===== src/rtl/tt_sweep_pkg.sv =====
// Shared types and constants for the truth-table sweep/capture harness stage.
package tt_sweep_pkg;

    localparam int unsigned TT_W   = 16;
    localparam int unsigned NUM_IN = 4;

    typedef logic [TT_W-1:0]   tt_t;
    typedef logic [NUM_IN-1:0] minterm_t;

    typedef enum logic [1:0] {
        StIdle,
        StWait,
        StSample,
        StDone
    } state_e;

    localparam tt_t TT_AND4 = 16'h8000;
    localparam tt_t TT_XOR4 = 16'h6996;
    localparam tt_t TT_OR4  = 16'hFFFE;

endpackage


===== src/rtl/tt_sweep_cmp.sv =====
// Combinational comparison of a captured truth table against the expected one.
// TT_SWEEP_NPN_OUTNEG_EN adds the output-negation equivalence flag match_neg_o.
module tt_sweep_cmp
    import tt_sweep_pkg::*;
(
    input  logic [TT_W-1:0] tt_i,
    input  logic [TT_W-1:0] exp_i,
    output logic            match_o,
`ifdef TT_SWEEP_NPN_OUTNEG_EN
    output logic            match_neg_o,
`endif
    output logic [TT_W-1:0] diff_o
);

    always_comb begin
        match_o = (tt_i == exp_i);
        diff_o  = tt_i ^ exp_i;
`ifdef TT_SWEEP_NPN_OUTNEG_EN
        match_neg_o = (tt_i == ~exp_i);
`endif
    end

endmodule


===== src/rtl/tt_sweep_capture.sv =====
// Sweeps x through all 16 minterms, samples y after SETTLE_CYCLES, captures and checks the table.
// TT_SWEEP_NPN_OUTNEG_EN adds the match_neg_o output (tt == ~expected).
module tt_sweep_capture
    import tt_sweep_pkg::*;
#(
    parameter int unsigned SETTLE_CYCLES = 1
) (
    input  logic              clk,
    input  logic              rst,
    input  logic              start_i,
    input  logic [TT_W-1:0]   exp_tt_i,
    output logic [NUM_IN-1:0] x_o,
    input  logic              y_i,
    output logic              busy_o,
    output logic              done_o,
    output logic [TT_W-1:0]   tt_o,
    output logic              match_o,
`ifdef TT_SWEEP_NPN_OUTNEG_EN
    output logic              match_neg_o,
`endif
    output logic [TT_W-1:0]   diff_o
);

    localparam logic [3:0] SettleLd = 4'(SETTLE_CYCLES);
    localparam state_e     StAfterLoad = (SETTLE_CYCLES == 0) ? StSample : StWait;

    state_e   state_q;
    minterm_t idx_q;
    logic [3:0] cnt_q;
    tt_t      exp_q;
    tt_t      tt_q;
    tt_t      diff_q;
    logic     busy_q;
    logic     done_q;
    logic     match_q;

    tt_t      tt_smp;
    tt_t      cmp_diff;
    logic     cmp_match;

    // Table as it will look after this cycle's sample, so DONE-entry flags see the last bit.
    always_comb begin
        tt_smp        = tt_q;
        tt_smp[idx_q] = y_i;
    end

`ifdef TT_SWEEP_NPN_OUTNEG_EN
    logic match_neg_q;
    logic cmp_match_neg;

    tt_sweep_cmp u_cmp (
        .tt_i        (tt_smp),
        .exp_i       (exp_q),
        .match_o     (cmp_match),
        .match_neg_o (cmp_match_neg),
        .diff_o      (cmp_diff)
    );

    always_ff @(posedge clk or posedge rst) begin
        if (rst) begin
            match_neg_q <= 1'b0;
        end else if ((state_q == StIdle || state_q == StDone) && start_i) begin
            match_neg_q <= 1'b0;
        end else if (state_q == StSample && idx_q == 4'd15) begin
            match_neg_q <= cmp_match_neg;
        end
    end

    assign match_neg_o = match_neg_q;
`else
    tt_sweep_cmp u_cmp (
        .tt_i    (tt_smp),
        .exp_i   (exp_q),
        .match_o (cmp_match),
        .diff_o  (cmp_diff)
    );
`endif

    always_ff @(posedge clk or posedge rst) begin
        if (rst) begin
            state_q <= StIdle;
            idx_q   <= '0;
            cnt_q   <= '0;
            exp_q   <= '0;
            tt_q    <= '0;
            diff_q  <= '0;
            busy_q  <= 1'b0;
            done_q  <= 1'b0;
            match_q <= 1'b0;
        end else begin
            done_q <= 1'b0;
            unique case (state_q)
                StIdle, StDone: begin
                    if (start_i) begin
                        exp_q   <= exp_tt_i;
                        tt_q    <= '0;
                        match_q <= 1'b0;
                        diff_q  <= '0;
                        idx_q   <= '0;
                        busy_q  <= 1'b1;
                        cnt_q   <= SettleLd;
                        state_q <= StAfterLoad;
                    end
                end
                StWait: begin
                    cnt_q <= cnt_q - 4'd1;
                    if (cnt_q == 4'd1) begin
                        state_q <= StSample;
                    end
                end
                StSample: begin
                    tt_q <= tt_smp;
                    if (idx_q == 4'd15) begin
                        state_q <= StDone;
                        busy_q  <= 1'b0;
                        done_q  <= 1'b1;
                        match_q <= cmp_match;
                        diff_q  <= cmp_diff;
                    end else begin
                        idx_q   <= idx_q + 4'd1;
                        cnt_q   <= SettleLd;
                        state_q <= StAfterLoad;
                    end
                end
                default: state_q <= StIdle;
            endcase
        end
    end

    assign x_o     = idx_q;
    assign busy_o  = busy_q;
    assign done_o  = done_q;
    assign tt_o    = tt_q;
    assign match_o = match_q;
    assign diff_o  = diff_q;

endmodule


===== config.mk =====
export PLATFORM = sky130hd
export DESIGN_NAME = tt_sweep_capture
export DESIGN_NICKNAME = d
export VERILOG_FILES = /design/src/rtl/tt_sweep_pkg.sv /design/src/rtl/tt_sweep_cmp.sv /design/src/rtl/tt_sweep_capture.sv
export SDC_FILE = /design/constraint.sdc
export NUM_CORES = 1
export LEC_CHECK = 0
export ABC_CLOCK_PERIOD_IN_PS = 3500
export CAP_MARGIN = 20
export CELL_PAD_IN_SITES_DETAIL_PLACEMENT = 0
export CELL_PAD_IN_SITES_GLOBAL_PLACEMENT = 1
export CORE_AREA = 2 2 83 101
export DETAILED_ROUTE_END_ITERATION = 10
export DIE_AREA = 0 0 85 103
export PLACE_DENSITY_LB_ADDON = 0.1
export SYNTH_ARGS = -nofsm -noshare
export SYNTH_HDL_FRONTEND = slang
export SYNTH_HIERARCHICAL = 1
export SYNTH_SLANG_ARGS = --single-unit

===== constraint.sdc =====
create_clock -name clk -period 3.5 [get_ports clk]
set_input_delay 0.525 -clock clk [delete_from_list [all_inputs] [get_ports clk]]
set_output_delay 0.525 -clock clk [all_outputs]
set_load 0.01 [all_outputs]

Word level (Yosys, flattened, before mapping)
Index checks and enable logic that the tools add are counted.
Widths: inputs -> output; s select.
{"block": "op_classes", "eq_ne": 10, "n_bitwise": 1, "shift": 0, "mul": 0, "n_reduce_logical": 10, "add_sub_neg": 2, "muxes": 25, "order_cmp": 2, "n_div": 0}
{"op": "$pmux 16 s2", "count": 2}
{"op": "$mux 16", "count": 2}
{"op": "$bwmux 16", "count": 1}
{"op": "$eq 16x16->1", "count": 1}
{"op": "$mux 4", "count": 4}
{"op": "$xor 16x16->16", "count": 1}
{"op": "$pmux 4 s3", "count": 1}
{"op": "$ne 2x2->1 const B", "count": 4}
{"op": "$pmux 4 s2", "count": 1}
{"op": "$reduce_and 2->1", "count": 4}
{"op": "$mux 1", "count": 7}
{"op": "$mux 2", "count": 3}
{"op": "$pmux 2 s3", "count": 1}
{"op": "$reduce_and 3->1", "count": 2}
{"op": "$lt 4x5->1 const B", "count": 1}
{"op": "$add 4x1->4 const B", "count": 1}
{"op": "$demux 1 s4", "count": 1}
{"op": "$eq 2x2->1 const B", "count": 2}
{"op": "$eq 4x1->1 const B", "count": 1}
{"op": "$eq 4x4->1 const B", "count": 1}
{"op": "$ge 4x1->1 const B", "count": 1}
{"op": "$pmux 1 s2", "count": 2}
{"op": "$sub 4x1->4 const B", "count": 1}
{"op": "$eq 2x1->1 const B", "count": 1}
{"op": "4 further kinds", "count": 4}
{"block": "totals", "elab_cells": 59, "n_memories": 0, "ram_bits": 0, "latch_bits": 0, "regBits": 61, "inputBits": 20, "rom_bits": 0}

Depth between registers and ports, before layout
Gate-level depths: netlist (run 1).
{"block": "logic_depth", "depth_word": 8, "depth_mapped": 8}

Hierarchy
The synthesis (run 1) kept the hierarchy.
{"module": "tt_sweep_capture", "n_inst": 1, "cells_each": 261, "area_each_um2": 2997.9, "seq_area_each_um2": 1526.5}
{"module": "tt_sweep_cmp", "n_inst": 1, "cells_each": 21, "area_each_um2": 173.9, "seq_area_each_um2": 0.0}

Least setup slack after synthesis (run 1)
No wires, ideal clock.
{"block": "synth_path", "path_type": "register to register", "from": "register idx_q[0] (netlist: x_o[0])", "to": "register match_q (netlist: match_o)", "setup_time_ns": 0.065, "t_required_ns": 3.435, "path_buffers": 0, "arrival_time_ns": 2.247, "synth_period_minus_slack_ns": 2.312, "stages_incl_launch_ff": 8, "setup_slack_ns": 1.188, "path_cell_list": "dfrtp_1 ha_1 or3b_2 mux2_2 xor2_1 nor4_1 and4_1 a22o_1"}
{"block": "synth_via", "elab_chain_cells": 8}
{"item": "start: declaration", "line_no": "tt_sweep_capture.sv:28", "rtl": "minterm_t idx_q;"}
{"item": "start signal: assignment", "line_no": "tt_sweep_capture.sv:120", "rtl": "idx_q <= idx_q + 4'd1;"}
{"item": "$lt 4x5->1 (not written as such) or $ge 4x1->1 (tied branches)", "line_no": "tt_sweep_capture.sv:44", "rtl": "tt_smp[idx_q] = y_i;"}
{"item": "$logic_and 1x1->1 (not written as such)", "line_no": "tt_sweep_capture.sv:44"}
{"item": "$mux 1 (not written as such)", "line_no": "tt_sweep_capture.sv:44"}
{"item": "$demux 1 s4 (*)", "line_no": "tt_sweep_capture.sv:44"}
{"item": "$bwmux 16 (*)", "line_no": "tt_sweep_capture.sv:44"}
{"item": "via tt_smp[3]", "line_no": "tt_sweep_capture.sv:37", "rtl": "tt_t tt_smp;"}
{"item": "$eq 16x16->1 (*)", "line_no": "tt_sweep_cmp.sv:16", "rtl": "match_o = (tt_i == exp_i);"}
{"item": "via cmp_match", "line_no": "tt_sweep_capture.sv:39", "rtl": "logic cmp_match;"}
{"item": "$mux 1 (*)", "line_no": "tt_sweep_capture.sv:113", "rtl": "if (idx_q == 4'd15) begin"}
{"item": "$pmux 1 s2 (*)", "line_no": "tt_sweep_capture.sv:92", "rtl": "unique case (state_q)"}
{"item": "end signal: assignment", "line_no": "tt_sweep_capture.sv:117", "rtl": "match_q <= cmp_match;"}
{"item": "end: declaration", "line_no": "tt_sweep_capture.sv:35", "rtl": "logic match_q;"}
The timed path passes the listed nets; every way through them passes the cells marked *. The select of a mux whose other input is x is not followed.
A chain may end at the register's enable or synchronous reset.

Worst setup path in the final report (run 1)
{"block": "layout_path", "from": "register idx_q[1] (netlist: x_o[1])", "to": "register match_q (netlist: match_o)"}
Same word-level chain as after synthesis.

==> results of run 1 <==
-- worst register-to-register path, cell delays in order, from the launching register on --
cell                      delay, ns
sky130_fd_sc_hd__dfrtp_1       0.55
sky130_fd_sc_hd__ha_1          0.42
sky130_fd_sc_hd__or3b_2        0.52
sky130_fd_sc_hd__mux2_2        0.30
sky130_fd_sc_hd__xor2_1        0.16
sky130_fd_sc_hd__nor4_1        0.42
sky130_fd_sc_hd__and4_1        0.25
sky130_fd_sc_hd__a22o_1        0.12
-- metal layers --
layer / part of all wire, % / up-vias / wire (um)
met5: 0 / - / 0
met4: 1.4 / 0 / 108
met3: 3.0 / 8 / 233
met2: 46 / 47 / 3580
met1: 49 / 1143 / 3780
li1: - / 1150 / -
-- final cells by class --
type,instances,area (um2)
fillers,741,3860
flip-flops and latches,61,1530
multi-input cells,178,1460
repair buffers,64,626
clock buffers,11,151
well taps,95,119
inverters,25,93.8
clock inverters,4,47.5
-- where the power goes --
| group | switching (uW) | internal (uW) |
|---|---|---|
| combinational | 518 | 455 |
| clock | 276 | 361 |
| sequential | 137 | 854 |
| total | 931 | 1670 |
-- registers in the layout, summed over array words and instances, names as in the netlist --
signal   count
diff_o      16
exp_q       16
tt_o        16
cnt_q        4
x_o          4
state_q      2
busy_o       1
done_o       1
match_o      1
-- worst max-delay path by stage --
stage	from	to	slack (ns)	cells past startpoint
after floorplan	x_o[0]	match_o	1.19	7
after global placement	x_o[1]	match_o	0.69	7
after detailed placement	x_o[0]	match_o	0.69	7
after CTS	x_o[0]	match_o	0.68	7
after global routing	x_o[1]	match_o	0.56	7
final	x_o[1]	match_o	0.71	7
-- cells in the final DEF, fill, tap and decap left out, types with 3 or more instances in the layout --
cell type,synthesis,final
sky130_fd_sc_hd__xor2_1,16,16
sky130_fd_sc_hd__inv_1,25,24
sky130_fd_sc_hd__mux2i_1,3,3
sky130_fd_sc_hd__nor2b_1,3,3
sky130_fd_sc_hd__or3b_2,5,5
sky130_fd_sc_hd__a22o_1,18,18
sky130_fd_sc_hd__mux2_2,32,32
sky130_fd_sc_hd__o21ai_0,4,4
sky130_fd_sc_hd__nand3b_1,8,8
sky130_fd_sc_hd__o2bb2ai_1,3,3
sky130_fd_sc_hd__o22ai_1,16,16
sky130_fd_sc_hd__nand3_1,8,8
sky130_fd_sc_hd__clkbuf_8,0,11
sky130_fd_sc_hd__nor4_1,6,6
sky130_fd_sc_hd__buf_4,0,6
sky130_fd_sc_hd__dfrtp_1,61,61
sky130_fd_sc_hd__nand4_1,3,3
sky130_fd_sc_hd__a31oi_1,17,17
sky130_fd_sc_hd__ha_1,12,12
sky130_fd_sc_hd__a21oi_1,4,4
sky130_fd_sc_hd__clkdlybuf4s50_1,0,58
sky130_fd_sc_hd__nor3_1,3,3
-- kinds of logic after synthesis --
kind of cell	count (synthesis)
AND/OR/NAND/NOR	47
flip-flops	61
adder cells (fa/ha/maj)	12
AO/OA/AOI/OAI	68
multiplexers	35
buffers and inverters	43
XOR/XNOR	16
-- through the flow --
step	cells	setup WS (ns)	power, uW	area, um2
6_report	438	0.713	2600	4030
5_1_grt	438	0.555	2780	4030
4_1_cts	438	0.683	2630	4030
3_5_place_dp	423	0.690	1980	3830
3_3_place_gp	423	0.693	1980	3830
2_1_floorplan	282	1.19	1720	3170
==> impl_metrics.yaml, run 1 <==
synthesis:
  synth-xor-area-share_pct: 4.42
  yosysWarningCount: 6
  synth_top_family_by_area: "compound AO/OA/AOI/OAI gates"
  synth_nets: 314
  synth.cell_area_um2: 3170
  yosysMostFrequentCell: "sky130_fd_sc_hd__dfrtp_1"
  synth_largest_area_cell: "sky130_fd_sc_hd__dfrtp_1"
  synth_simple_gate_area_share_pct: 9.59
  share_of_synthesized_cell_area_in_full_adder_half_adder_and_majority_cells_pct: 4.73
  syn_inst: 282
  post_synth.cell_area_avg_um2: 11.2
  synth_top_cell_area_share_pct: 48.1
  async_s_r_ff_share_synth_pct: 100
  leading_post_synthesis_cells_by_instance_count: "sky130_fd_sc_hd__dfrtp_1, sky130_fd_sc_hd__mux2_2, sky130_fd_sc_hd__inv_1, sky130_fd_sc_hd__a22o_1, sky130_fd_sc_hd__a31oi_1"
  synth-compound-area-share_pct: 15.1
  synth_sequential_area_ratio_pct: 48.1
  synth_enable_flop_cells: 0
  netlist-cell-type-count: 35
  synth_flop_cell: "sky130_fd_sc_hd__dfrtp_1"
  synth.top_cells.by_area: "sky130_fd_sc_hd__dfrtp_1, sky130_fd_sc_hd__mux2_2, sky130_fd_sc_hd__a22o_1, sky130_fd_sc_hd__ha_1, sky130_fd_sc_hd__xor2_1"
  synth-seq-cells: 61
  muxShareOfSynthArea_pct: 12.3
timing:
  timing.slew.headroom_pct: 35.0
  setup_total_negative_slack_ns: 0
  finalSetupViolCount: 0
  finalHoldWorstSlack_ns: 0.460
  fin_worst_skew_ns: 0.00475
  maxSlewViolCount: 0
  rsz0062_at_grt: "false"
  layout_worst_path_cycle_share_pct: 79.6
  fin_crit_ns: 2.79
  clock.fmax_ghz: 0.359
  timing.final.hold_violations: 0
  worstMarginPinSlew_ns: 0.972
setup_path:
  critical-path-max-stage-delay_ns: 0.55
  list_of_cells_traversed_by_the_critical_path: "ha_1, or3b_2, mux2_2, xor2_1, nor4_1, and4_1, a22o_1"
  crit_path_category: "register to register"
  rrSetupSlack_ns: 0.71
  timing.critical_path.max_delay_family: "simple AND/OR/NAND/NOR gates"
  cp-start-kind: "register"
  worstSetupEndpointType: "register"
  arrival_ns: 3.06
  critPathRequiredTime_ns: 3.77
  critical_path_buf_inv_count: 0
  reg2reg_from: "x_o[1]"
  critical_path.max_fanout: 9
  critPathSlowestCell: "sky130_fd_sc_hd__dfrtp_1"
  worst_r2r_path_depth: 7
  reg2reg_to: "match_o"
detailed_routing:
  drtPass1Iterations: 4
  route.final.wire_length_um: 7710
  final_antenna_net_count: 0
  initialDrtViolationCount: 126
  dr_total_vias: 2348
  average_wire_per_cell_in_the_routed_design_um: 17.6
  drt_drc_violations_left: 0
  vias_per_cell: 5.36
layout:
  finish.utilization_pct: 51.1
  post_route_cells_drive_above_1_share_pct: 17.5
  syn_to_final_growth_pct: 26.9
  antenna_cells: 0
  final_nets: 371
cts:
  clock_tree.root_cell: "sky130_fd_sc_hd__clkbuf_8"
  clk-insertion-delay-late_ns: 0.33
  htreeDepth: 3
  path_clk_slew_ns: 0.07
  holdBufCountCts: 0
  tritoncts: "done"
  ctsResizeCount: 0
  cts_made_buffers: 9
  tritoncts_num_sinks: 61
  cts_buffer_depth: 2
  postCtsSetupBuffers: 0
die:
  num_rows: 36
  core_area_um2: 7880
  chipHeight_um: 103
  fp.dieArea_um2: 8760
  starting_utilization_of_the_core_area_pct: 40.2
  floorplan.io_pins: 59
  die_x_um: 85
global_routing:
  use_met3_pct: 2.96
  pin_count_of_the_biggest_net_entering_global_routing: 30
  grt_pass1_vias: 2327
  grt_pass1_wl_um: 12800
  top_usage_layer: "met2"
  met1_track_demand_over_resource_pct: 27.4
  global_route.usage.met2_pct: 28.7
  grt_antenna_before_repair: 0
  global_route.usage.total_pct: 18.9
  grt_ovf: 0
placed_design:
  io_buffer_count: 58
  gp_congestion: 0.763
  dp_hpwl_um: 5260
power_and_ir_drop:
  vdd_drop_max_mv: 0.437
  power_per_cell_area_nw_per_um2: 646
  leakage_uw: 0.00175
run_status:
  outcome: "finished, final reports clean"
hold_path:
  holdCritPathClass: "input port to async pin"
flow_run:
  max_cap_viol_count: 0
No activity file was read; power rests on OpenSTA's default activity.
==> run 2: changes to the inputs <==
Settings changed: ABC_CLOCK_PERIOD_IN_PS 3500 to 2750, CORE_AREA 2 2 83 101 to 2 2 84 102, DIE_AREA 0 0 85 103 to 0 0 86 104.
Clock period 3.5 ns to 2.75 ns, I/O delays scaled along.
==> run 2 against run 1 <==
  * Non-clock buffer count rose by 11
  * Critical endpoint unchanged
  * Maximum frequency up 8.3%
  * Critical path type unchanged
  * Largest cell class unchanged
  * Critical path depth unchanged
  * Sequential share of layout area decreased by 0.84 points
  * Utilization rose by 0.57 points
  * Count of clock-buffer cells in the layout increased by 1
  * Highest routed layer unchanged
  * Global-route usage about the same
==> impl_metrics.yaml, run 2 (synthesized netlist as in run 1, its figures left out) <==
run_status:
  outcome: "finished, final reports clean"
timing:
  rsz0062_at_grt: "false"
  fin_crit_ns: 2.57
  clock.fmax_ghz: 0.389
  timing.slew.headroom_pct: 56.4
  timing.final.hold_violations: 0
  fin_worst_skew_ns: 0.0119
  fin_ws_ns: 0.177
  finalSetupViolCount: 0
  worstMarginPinSlew_ns: 0.655
  layout_worst_path_cycle_share_pct: 93.6
  setup_total_negative_slack_ns: 0
  maxSlewViolCount: 0
detailed_routing:
  dr_total_vias: 2433
  initialDrtViolationCount: 134
  vias_per_cell: 5.41
  drt_drc_violations_left: 0
  final_antenna_net_count: 0
  average_wire_per_cell_in_the_routed_design_um: 17.4
  route.final.wire_length_um: 7820
  drtPass1Iterations: 4
setup_path:
  worstSetupPathDepth: 7
  crit_path_category: "register to register"
  critPathSlowestCell: "sky130_fd_sc_hd__dfrtp_1"
  list_of_cells_traversed_by_the_critical_path: "ha_2, or3b_2, mux2_2, xor2_1, nor4_1, and4_1, a22o_1"
  critical-path-max-stage-delay_ns: 0.52
  rrSetupSlack_ns: 0.18
  cp-start-kind: "register"
  timing.critical_path.max_delay_family: "simple AND/OR/NAND/NOR gates"
  startpoint: "x_o[1]"
  critPathRequiredTime_ns: 3.02
  arrival_ns: 2.84
  timing.critical_path.to: "match_o"
  reg2reg_from: "x_o[1]"
  worst_r2r_path_depth: 7
  critical_path.max_fanout: 9
  critical_path_buf_inv_count: 0
  reg2reg_to: "match_o"
  worstSetupEndpointType: "register"
global_routing:
  grt_pass1_vias: 2535
  global_route.usage.total_pct: 18.9
  pin_count_of_the_biggest_net_entering_global_routing: 28
  grt_pass1_wl_um: 13200
  grt_antenna_before_repair: 0
  grt_ovf: 0
power_and_ir_drop:
  power.clock.fraction_pct: 24.1
  power_consumption_uw: 3350
  p_sw_share_pct: 36.0
  power_per_cell_area_nw_per_um2: 813
  leakage_uw: 0.00180
  comb_power_share_pct: 38.8
  cellInternalPower_uw: 2140
  share_seq_of_total_power_pct: 37.1
  netSwitchingPower_uw: 1200
  vdd_drop_max_mv: 0.412
cts:
  holdBufCountCts: 0
  postCtsSetupBuffers: 0
  path_clk_slew_ns: 0.07
  ctsResizeCount: 0
  clock_tree.root_cell: "sky130_fd_sc_hd__clkbuf_8"
  tritoncts: "done"
  tritoncts_num_sinks: 61
  cts_buffer_depth: 2
  htreeDepth: 3
  clk-insertion-delay-late_ns: 0.34
  cts_made_buffers: 9
layout:
  syn_to_final_growth_pct: 29.8
  final_nets: 382
  final_common_cell: "sky130_fd_sc_hd__dfrtp_1"
  layout_common_cells: "sky130_fd_sc_hd__dfrtp_1, sky130_fd_sc_hd__clkdlybuf4s50_1, sky130_fd_sc_hd__mux2_2"
  finish.utilization_pct: 51.6
  antenna_cells: 0
  post_route_cells_drive_above_1_share_pct: 20.0
die:
  fp.dieArea_um2: 8940
  floorplan.io_pins: 59
  die_x_um: 86
  num_rows: 36
  starting_utilization_of_the_core_area_pct: 39.8
  core_area_um2: 7970
  chipHeight_um: 104
placed_design:
  dp_hpwl_um: 5640
  io_buffer_count: 58
  dp_worst_setup_slack_ns: 0.141
  gp_congestion: 0.755
hold_path:
  holdCritPathClass: "input port to async pin"
flow_run:
  max_cap_viol_count: 0
run 2: changes by cell type in the layout (fill, tap and decap cells not counted), sizes merged:
cell	change
clkbuf	+1
buf	+11
run 2: how the worst min path moves through the flow:
stage / cells past startpoint / end / from / slack [ns]
after floorplan: 1 / cnt_q[3] / cnt_q[3] / 0.49
after global placement: 1 / busy_o / busy_o / 0.49
after detailed placement: 1 / busy_o / busy_o / 0.48
after CTS: 2 / x_o[1] / rst / 0.48
after global routing: 2 / done_o / rst / 0.51
final: 2 / done_o / rst / 0.47
run 2: stage by stage:
stage / cell area (um2) / hold WS, ns / cells
floorplan: 3170 / 0.490 / 282
global placement: 3920 / 0.491 / 434
detailed placement: 3920 / 0.479 / 434
CTS: 4120 / 0.483 / 450
global route: 4120 / 0.510 / 450
finish: 4120 / 0.470 / 450
run 2: worst register-to-register path: stages, from the launching register on:
cell and delay, ns:
sky130_fd_sc_hd__dfrtp_1 0.52, sky130_fd_sc_hd__ha_2 0.33, sky130_fd_sc_hd__or3b_2 0.50, sky130_fd_sc_hd__mux2_2 0.29, sky130_fd_sc_hd__xor2_1 0.17, sky130_fd_sc_hd__nor4_1 0.35, sky130_fd_sc_hd__and4_1 0.24, sky130_fd_sc_hd__a22o_1 0.11
run 2: power groups by stage:
stage | registers (uW) | clock network (uW) | logic, uW
floorplan | 1240 | 0 | 947
global placement | 1260 | 0 | 1290
detailed placement | 1260 | 0 | 1300
CTS | 1240 | 819 | 1310
global route | 1270 | 865 | 1460
finish | 1240 | 806 | 1300
run 2: cell type report:
cell class,count,area (um2)
Clock buffer,12,145
Fill cell,728,3850
Inverter,25,93.8
Tap cell,95,119
Multi-Input combinational cell,178,1470
Sequential cell,61,1530
Clock inverter,4,47.5
Timing Repair Buffer,75,721
run 2: per-layer routing:
layer / share of wire (%) / vias to the layer above / GRT usage, %
li1: - / 1172 / -
met1: 46 / 1189 / 26.4
met2: 48 / 60 / 28.8
met3: 3.3 / 12 / 3.10
met4: 1.9 / 0 / 7.71
met5: 0 / - / 0
